File: config.mk
export PLATFORM = sky130hd
export DESIGN_NAME = divider
export DESIGN_NICKNAME = d
export VERILOG_FILES = /design/src/rtl/divider.sv
export SDC_FILE = /design/constraint.sdc
export NUM_CORES = 1
export LEC_CHECK = 0
export BUFFER_PORTS_ARGS = -buffer_cell sky130_fd_sc_hd__buf_4
export CAP_MARGIN = 20
export CORE_MARGIN = 1
export CORE_UTILIZATION = 35
export DETAILED_ROUTE_END_ITERATION = 16
export PLACE_DENSITY = 0.61
export SYNTH_ARGS = -nofsm -noshare
export SYNTH_HDL_FRONTEND = slang
export SYNTH_SLANG_ARGS = --single-unit
export TNS_END_PERCENT = 100
File: constraint.sdc
create_clock -name clk -period 3.31 [get_ports clk]
set_input_delay 0.1655 -clock clk [delete_from_list [all_inputs] [get_ports clk]]
set_output_delay 0.1655 -clock clk [all_outputs]
set_load 0.05 [all_outputs]
File: src/rtl/divider.sv
// Pipelined unsigned restoring divider that resolves one quotient bit per stage and carries a k tag.
// Optional macro DIVIDER_OUT_REG_EN adds one registered output stage, so latency grows by one.
module divider #(
    parameter int unsigned N     = 8,
    parameter int unsigned M     = 4,
    parameter int unsigned N_ACT = M + N - 1,
    parameter int unsigned KW    = 4
) (
    input  logic               clk,
    input  logic               rst,
    input  logic               data_rdy,
    input  logic [N-1:0]       dividend,
    input  logic [M-1:0]       divisor,
    input  logic [KW-1:0]      k_in,
    input  logic               stall,
    output logic               res_rdy,
    output logic [N_ACT-M:0]   quotient,
    output logic [M-1:0]       remainder,
    output logic [KW-1:0]      k_out
);

    localparam int unsigned S  = N_ACT - M + 1;
    localparam int unsigned QW = S;
    localparam int unsigned RW = M + 1;

    logic            r_vld [S];
    logic [RW-1:0]   r_rem [S];
    logic [N-1:0]    r_dvd [S];
    logic [QW-1:0]   r_quo [S];
    logic [M-1:0]    r_dvs [S];
    logic [KW-1:0]   r_k   [S];

    logic            w_in_vld [S];
    logic [RW-1:0]   w_in_rem [S];
    logic [N-1:0]    w_in_dvd [S];
    logic [QW-1:0]   w_in_quo [S];
    logic [M-1:0]    w_in_dvs [S];
    logic [KW-1:0]   w_in_k   [S];

    logic [RW-1:0]   w_shift   [S];
    logic            w_ge      [S];
    logic [RW-1:0]   w_rem_nxt [S];
    logic [N-1:0]    w_dvd_nxt [S];
    logic [QW-1:0]   w_quo_nxt [S];

    // Stage inputs: stage 0 takes the ports, and a bubble enters with its data zeroed.
    always_comb begin
        w_in_vld[0] = data_rdy;
        w_in_rem[0] = '0;
        w_in_quo[0] = '0;
        w_in_dvd[0] = data_rdy ? dividend : '0;
        w_in_dvs[0] = data_rdy ? divisor  : '0;
        w_in_k[0]   = data_rdy ? k_in     : '0;
        for (int i = 1; i < int'(S); i++) begin
            w_in_vld[i] = r_vld[i-1];
            w_in_rem[i] = r_rem[i-1];
            w_in_quo[i] = r_quo[i-1];
            w_in_dvd[i] = r_dvd[i-1];
            w_in_dvs[i] = r_dvs[i-1];
            w_in_k[i]   = r_k[i-1];
        end
    end

    // One restoring step per stage. A zero divisor always subtracts, which yields all-ones and low dividend bits.
    always_comb begin
        for (int i = 0; i < int'(S); i++) begin
            w_shift[i]   = RW'({w_in_rem[i], w_in_dvd[i][N-1]});
            w_ge[i]      = (w_shift[i] >= RW'(w_in_dvs[i]));
            w_rem_nxt[i] = w_ge[i] ? (w_shift[i] - RW'(w_in_dvs[i])) : w_shift[i];
            w_dvd_nxt[i] = w_in_dvd[i] << 1;
            w_quo_nxt[i] = (w_in_quo[i] << 1) | QW'(w_ge[i]);
        end
    end

    always_ff @(posedge clk or negedge rst) begin
        if (!rst) begin
            for (int i = 0; i < int'(S); i++) begin
                r_vld[i] <= 1'b0;
                r_rem[i] <= '0;
                r_dvd[i] <= '0;
                r_quo[i] <= '0;
                r_dvs[i] <= '0;
                r_k[i]   <= '0;
            end
        end else if (!stall) begin
            for (int i = 0; i < int'(S); i++) begin
                r_vld[i] <= w_in_vld[i];
                r_rem[i] <= w_rem_nxt[i];
                r_dvd[i] <= w_dvd_nxt[i];
                r_quo[i] <= w_quo_nxt[i];
                r_dvs[i] <= w_in_dvs[i];
                r_k[i]   <= w_in_k[i];
            end
        end
    end

`ifdef DIVIDER_OUT_REG_EN
    logic            r_out_vld;
    logic [QW-1:0]   r_out_quo;
    logic [M-1:0]    r_out_rem;
    logic [KW-1:0]   r_out_k;

    always_ff @(posedge clk or negedge rst) begin
        if (!rst) begin
            r_out_vld <= 1'b0;
            r_out_quo <= '0;
            r_out_rem <= '0;
            r_out_k   <= '0;
        end else if (!stall) begin
            r_out_vld <= r_vld[S-1];
            r_out_quo <= r_quo[S-1];
            r_out_rem <= M'(r_rem[S-1]);
            r_out_k   <= r_k[S-1];
        end
    end

    assign res_rdy   = r_out_vld;
    assign quotient  = r_out_quo;
    assign remainder = r_out_rem;
    assign k_out     = r_out_k;
`else
    assign res_rdy   = r_vld[S-1];
    assign quotient  = r_quo[S-1];
    assign remainder = M'(r_rem[S-1]);
    assign k_out     = r_k[S-1];
`endif

endmodule

; Yosys cells after proc, flatten, opt, wreduce, memory -nomap -nowiden
; Index checks and enable logic that the tools add are counted.
[word_totals]
reg_bits = 164
out_inout_bits = 17
word_cells = 80
[classes]
n_addsub = 8
order_cmp = 8
n_mux = 11
n_bitwise = 7
[op_table]
columns = cell, count
row1 = 4-bit 2-to-1 mux, 10
row2 = 5-bit by 4-bit >= comparator with 1-bit output, 7
row3 = 4-bit subtractor, 7
row4 = 8-bit 2-to-1 mux, 1
row5 = 8-bit by 1-bit bitwise OR with 8-bit output, 1
row6 = 7-bit by 1-bit bitwise OR with 7-bit output, 1
row7 = 6-bit by 1-bit bitwise OR with 6-bit output, 1
row8 = 5-bit by 1-bit bitwise OR with 5-bit output, 1
row9 = 1-bit by 4-bit >= comparator with 1-bit output, 1
row10 = 4-bit by 1-bit bitwise OR with 4-bit output, 1
row11 = 1-bit by 4-bit subtractor with 4-bit output, 1
row12 = 3-bit by 1-bit bitwise OR with 3-bit output, 1
row13 = 2-bit by 1-bit bitwise OR with 2-bit output, 1

; Depth between registers and ports, before layout
; Gate-level depths: netlist of run 1.
[depth]
word_depth = 3
ltp_mapped = 9

; Least setup slack after synthesis of run 1
; No wires, ideal clock.
[synth_path]
path_kind = input-to-reg
startpoint = input data_rdy
endpoint = register r_rem[35] (netlist name)
t_arrival_ps = 1590
required_ps = 3184
setup_slack_ps = 1594
cell_stages = 9
path_buffers = 1
cell_sequence = buf_2 > and2_1 > ha_1 > inv_1 > ha_1 > nor2b_4 > o31ai_4 > and4b_2 > a221o_1
[synth_rtl]
columns = element, line_no
row1 = start: declaration, 11  ; input logic data_rdy,
row2 = end signal: indexed assignment, 88  ; r_rem[i] <= w_rem_nxt[i];
row3 = end: declaration, 27  ; logic [RW-1:0] r_rem [S];

; Worst setup path after layout of run 1
[layout_path]
startpoint = register r_rem[32] (netlist name)
endpoint = register r_quo[40] (netlist name)
[layout_between]
elab_chain_len = 2
[layout_lines]
columns = element, line_no
row1 = 5-bit by 4-bit >= comparator with 1-bit output, 68  ; w_ge[i] = (w_shift[i] >= RW'(w_in_dvs[i]));
row2 = 3-bit by 1-bit bitwise OR with 3-bit output, 71  ; w_quo_nxt[i] = (w_in_quo[i] << 1) | QW'(w_ge[i]);
row3 = end signal: indexed assignment, 90  ; r_quo[i] <= w_quo_nxt[i];
row4 = end: declaration, 29  ; logic [QW-1:0] r_quo [S];
; Every way passes these cells.
; A chain may end at the register's enable or synchronous reset.

==> results.toml, run 1 <==
[clock_tree]
clk_latency_ps = 430
cts_tree = "done"
clkTransAtPathRegs_ps = 70
cts-root-buf = "clkbuf_16"
cts_made_buffers = 17
htreeDepth = 4
cts_num_sinks = 164
cts_buffer_depth = 2

[synthesis]
ys_seq_elements = 164
netlist_area_um2 = 7777
yosysSeqAreaShare = 0.5277
synthFlopType = "dfrtp_1"
synth_edf_count = 0
syn_inst = 651
avgSynthCellArea_um2 = 11.95
synth_nets = 708
synth.distinct_cells = 47
synth_async_sr_flop_share = 1.000
ys_warn_count = 0

[floorplan]
fp.dieW_um = 151.1
rows = 54
start_util = 0.3564
io_pins = 37
die_h_um = 151.1
dieArea_um2 = 22820
coreArea_um2 = 21820

[power]
p_int_mw = 4.806
power.density_nw_per_um2 = 825.2
p_seq_frac = 0.389
p_leak_nw = 3.916
power.switching_mw = 2.473
power_frac_comb = 0.336
p_sw_frac = 0.3398
ir_drop_mv = 0.4131
pwr-share-clk = 0.275

[sta]
hold_viol = 0
skew_ps = 8.302
fin_crit_ps = 1714
fin_tns_setup_ps = 0
setup_viol = 0
fin_ws_ps = 1596
clock.fmax_mhz = 583.4
tightest_slew_ps = 911.6
rsz0062_at_grt = "false"
finalMaxSlewViolations = 0
relSlewSlack = 0.3923
post-route-period-util = 0.5179

[layout]
syn2layout_area_growth_pct = 13.43
n_fill_cell = 2103
drive_gt1_frac = 0.2763
antennaDiodeCount = 0
utilization = 0.4043
nets = 730

[drt]
drtPass1Iterations = 4
drtIter0Drc = 186
ant_nets = 0
dr_total_vias = 4722
post_drt_wl_per_cell_um = 13.19
viasPerCell = 4.898
routed_wl_mm = 12.72
drc_errors = 0

[placement]
place_hpwl_mm = 8.328
gp_routability_congestion = 0.7737
io_buffers = 36
preCtsSetupSlack_ps = 1436

[global_routing]
grt_max_degree = 145
antenna_found_initial = 0
grt_usage = 0.1274
grt_overflow = 0
grt_pass1_wl_mm = 22.79
grt_pass1_vias = 4783

[setup_path]
path_cells = "ha_1 -> nand4_1 -> nand2_1 -> or2_1 -> mux2_4"
worstSetupPathType = "reg -> reg"
crit_path_end_kind = "flip-flop"
critPathMaxStageDelay_ps = 420
ff2ff_setup_slack_ps = 1600
worstPathMaxFanout = 7
startpoint_type = "flip-flop"
required_ps = 3620
slowest_stage = "dfrtp_1"
worstPathArrival_ps = 2020

[flow_run]
maxCapViolCount = 0

[worst_hold_path]
min_path_type = "in -> reg"

[run_status]
status = "finished, final reports clean"
## flip-flops by register name, summed over array words and instances (netlist names)
signal / flops
r_quo: 28
r_dvd: 28
r_dvs: 28
quotient: 8
r_vld: 7
k_out: 4
remainder: 4
res_rdy: 1
r_k: 28
r_rem: 28
## final cells by class
class / count / area (um2) / share of cell area
multi-input cells: 399 / 3203 / 0.3631
clock buffers: 19 / 442.9 / 0.05021
clock inverters: 11 / 151.4 / 0.01716
repair buffers: 47 / 405.4 / 0.04595
well taps: 280 / 350.3 / 0.03971
inverters: 44 / 165.2 / 0.01872
flip-flops and latches: 164 / 4104 / 0.4652
## timing repair
action                    CTS  global route
hold endpoints to repair  103             0
hold buffers                8             0
setup buffers               0             0
gates resized for setup     0             0
## power groups by stage
stage	sequential, mW	clock [mW]	combinational, mW
after detailed placement	2.87	0	2.45
after global routing	2.91	2.15	2.75
final	2.83	2.00	2.45
after global placement	2.86	0	2.40
after CTS	2.84	2.06	2.47
after floorplan	2.79	0	2.05
## metrics by stage
| step | hold slack (ps) | cell area (um2) | power, mW | std cells |
|---|---|---|---|---|
| 2_1_floorplan | -130.1 | 7777 | 4.841 | 651 |
| 3_3_place_gp | 335.5 | 8148 | 5.267 | 926 |
| 3_5_place_dp | 334.0 | 8148 | 5.317 | 926 |
| 4_1_cts | 0.5431 | 8822 | 7.375 | 964 |
| 5_1_grt | 2.333 | 8822 | 7.806 | 964 |
| 6_report | 16.46 | 8822 | 7.280 | 964 |
## layer usage
metal  track usage  part of all wire  vias to the layer above
li1              -                 -                     2325
met1        0.1568              0.47                     2336
met2        0.2101              0.48                       44
met3       0.03464             0.026                       17
met4       0.05350             0.017                        0
met5             0                 0                        -
## placed cells by master, fill, tap and decap left out, drive strengths merged, types with 8 or more instances in the layout
cell type	n
mux2	95
a21oi	16
nand2	72
o21bai	10
dlygate4sd3	8
nor2	23
clkbuf	19
o31a	10
o31ai	14
inv	47
ha	30
buf	39
o21ai	43
dfrtp	164
## cells by family (layout without fill, tap and decap cells)
| group | Yosys count | count (layout) | synth area share |
|---|---|---|---|
| buffers and inverters | 88 | 121 | 0.06049 |
| XOR/XNOR | 7 | 7 | 0.007883 |
| adder cells (fa/ha/maj) | 37 | 37 | 0.06628 |
| flip-flops | 164 | 164 | 0.5277 |
| AND/OR/NAND/NOR | 121 | 121 | 0.07094 |
| AO/OA/AOI/OAI | 139 | 139 | 0.1282 |
| multiplexers | 95 | 95 | 0.1385 |
## worst paths after layout
kind | startpoint | to | cells after the start
worst min-delay path | divisor[2] | r_dvs[30] | 3
min in group asynchronous | rst | remainder[1] | 2
worst max register to register | r_rem[32] | r_quo[40] | 5
worst min register to register | r_dvs[14] | r_dvs[14] | 2
worst max-delay path | r_rem[32] | r_quo[40] | 5
max in group asynchronous | rst | r_rem[35] | 3
## cells in the mapped netlist (4+ instances only)
| cell type | n | area [um2] |
|---|---|---|
| a21oi_1 | 11 | 55.05 |
| a21oi_2 | 5 | 43.79 |
| a22oi_1 | 7 | 52.55 |
| a2bb2oi_1 | 6 | 52.55 |
| buf_2 | 16 | 80.08 |
| buf_4 | 16 | 120.1 |
| buf_6 | 8 | 90.09 |
| clkbuf_1 | 4 | 15.01 |
| dfrtp_1 | 164 | 4104 |
| fa_1 | 7 | 140.1 |
| ha_1 | 30 | 375.4 |
| inv_1 | 43 | 161.4 |
| mux2_2 | 93 | 1047 |
| nand2_1 | 68 | 255.2 |
| nand2_2 | 4 | 25.02 |
| nand2b_1 | 7 | 43.79 |
| nand4_1 | 7 | 43.79 |
| nor2_1 | 18 | 67.56 |
| nor2_2 | 5 | 31.28 |
| o211ai_1 | 5 | 37.54 |
| o21ai_0 | 37 | 185.2 |
| o21ai_1 | 5 | 25.02 |
| o21bai_1 | 10 | 75.07 |
| o31a_1 | 10 | 87.58 |
| o31ai_1 | 12 | 90.09 |
| o32ai_1 | 7 | 61.31 |
| or2_1 | 5 | 31.28 |
| xnor2_1 | 7 | 61.31 |
## critical path, delay by kind of cell, from the launching register on
| family | cells | cell delay [ps] |
|---|---|---|
| fa+ha+maj | 1 | 340 |
| simple gates | 3 | 570 |
| mux | 1 | 270 |
| flops | 1 | 420 |
No activity file was read; power rests on OpenSTA's default activity.
==> run 2, diff against run 1 <==
==> constraint.sdc (replaced) <==
create_clock -name clk -period 1.75 [get_ports clk]
set_input_delay 0.0875 -clock clk [delete_from_list [all_inputs] [get_ports clk]]
set_output_delay 0.0875 -clock clk [all_outputs]
set_load 0.05 [all_outputs]
==> run 2 against run 1 <==
First-iteration DRC count rose by 4.8%. Largest power group unchanged. Die area unchanged. Count of clock-buffer cells in the layout is 1 lower. Global-route usage grew 0.23 points. Critical path type unchanged. Clock skew is essentially flat. Critical endpoint unchanged. Utilization up 0.97 points. Routed wire length rose by 4.9%. Combinational power rose by 92%. Non-clock buffer count increased by 21. Final area is 2.4% higher. Sequential share of layout area down 1.1 points.
==> results.toml, run 2 (synthesized netlist as in run 1, its figures left out) <==
[clock_tree]
cts_buffer_depth = 2
cts-root-buf = "clkbuf_16"
clk_latency_ps = 420
cts_tree = "done"
postCtsSetupBuffers = 0
cts_num_sinks = 164
cts_made_buffers = 17
clkTransAtPathRegs_ps = 70
htreeDepth = 4

[drt]
routed_wl_mm = 13.34
viasPerCell = 4.812
ant_nets = 0
dr_total_vias = 4749
drtIter0Drc = 195
drc_errors = 0
post_drt_wl_per_cell_um = 13.51
drtPass1Iterations = 4

[power]
p_seq_frac = 0.392
ir_drop_mv = 0.7137
p_sw_frac = 0.3563
p_int_mw = 8.802
pwr-share-clk = 0.263
power.density_nw_per_um2 = 1514
power_frac_comb = 0.344
power.switching_mw = 4.872
p_leak_nw = 4.015

[global_routing]
antenna_found_initial = 0
grt_overflow = 0
grt_pass1_wl_mm = 23.24
grt_pass1_vias = 4968
grt_max_degree = 66
grt_usage = 0.1297

[placement]
place_hpwl_mm = 9.142
gp_routability_congestion = 0.8214
dpl_cell_area_um2 = 8288
io_buffers = 36

[setup_path]
worstPathArrival_ps = 1960
startpoint_type = "flip-flop"
crit_path_end_kind = "flip-flop"
required_ps = 2050
worstSetupPathType = "reg -> reg"
worstPathMaxFanout = 7

[sta]
finalMaxSlewViolations = 0
clock.fmax_mhz = 602.0
post-route-period-util = 0.9491
hold_viol = 0
relSlewSlack = 0.6490
skew_ps = 7.934
fin_crit_ps = 1661
setup_viol = 0
rsz0062_at_grt = "false"
fin_tns_setup_ps = 0
tightest_slew_ps = 526.5

[floorplan]
dieArea_um2 = 22820
io_pins = 37
die_h_um = 151.1
fp.dieW_um = 151.1
start_util = 0.3564
rows = 54
coreArea_um2 = 21820

[layout]
layout_common_cells = "dfrtp_1, mux2_2, nand2_1"
final_area_um2 = 9034
syn2layout_area_growth_pct = 16.15
nets = 751
final_common_cell = "dfrtp_1"
drive_gt1_frac = 0.2900
antennaDiodeCount = 0

[run_status]
status = "finished, final reports clean"

[flow_run]
maxCapViolCount = 0

[worst_hold_path]
min_path_type = "in -> reg"
run 2: worst paths after layout:
path,start,end,slack [ps],cells past startpoint
setup / recovery,r_rem[31],r_quo[40],90,5
hold / removal,stall,r_dvd[59],30,3
setup reg to reg,r_rem[31],r_quo[40],90,5
hold reg to reg,r_dvs[7],r_dvs[7],480,2
max in group asynchronous,rst,r_quo[56],920,3
min in group asynchronous,rst,quotient[4],210,2
run 2: critical path, stage by stage, from the launching register on:
cell and delay, ps:
dfrtp_1 380, ha_1 360, o21ai_1 190, a21oi_2 90
or2_1 250, mux2_4 260
run 2: metrics by stage:
stage / instances / utilization / power [mW] / worst slack, ps / hold WS (ps)
finish: 987 / 0.4139 / 13.67 / 89.00 / 33.46
global route: 987 / 0.4139 / 14.65 / 14.55 / 44.12
CTS: 987 / 0.4138 / 13.85 / 78.24 / 21.42
detailed placement: 938 / 0.3798 / 10.15 / 95.29 / 82.20
global placement: 938 / 0.3798 / 10.04 / 139.9 / 82.70
floorplan: 651 / - / 9.156 / 112.3 / -208.1
run 2: repair_timing:
action	CTS	global route
setup endpoints to repair	0	1
resized for setup	0	1
hold buffers	17	0
endpoints found under the hold margin	63	0
run 2: layout make-up:
| cell class | count | area (um2) |
|---|---|---|
| Inverter | 44 | 165.2 |
| Tap cell | 280 | 350.3 |
| Clock buffer | 18 | 439.2 |
| Fill cell | 2079 | 12790 |
| Clock inverter | 14 | 133.9 |
| Sequential cell | 164 | 4104 |
| Timing Repair Buffer | 68 | 635.6 |
| Multi-Input combinational cell | 399 | 3206 |
run 2: power by group through the flow:
stage / clock, mW / combinational (mW) / sequential, mW
after floorplan: 0 / 3.88 / 5.28
after global placement: 0 / 4.62 / 5.41
after detailed placement: 0 / 4.71 / 5.45
after CTS: 3.72 / 4.76 / 5.38
after global routing: 3.88 / 5.26 / 5.50
final: 3.60 / 4.71 / 5.36
run 2: routing by layer:
layer | up-vias | global-route usage | wire length, um
met1 | 2317 | 0.1570 | 6292
li1 | 2365 | - | -
met2 | 55 | 0.2232 | 6537
met4 | 0 | 0.04050 | 152
met5 | - | 0 | 0
met3 | 12 | 0.03524 | 353
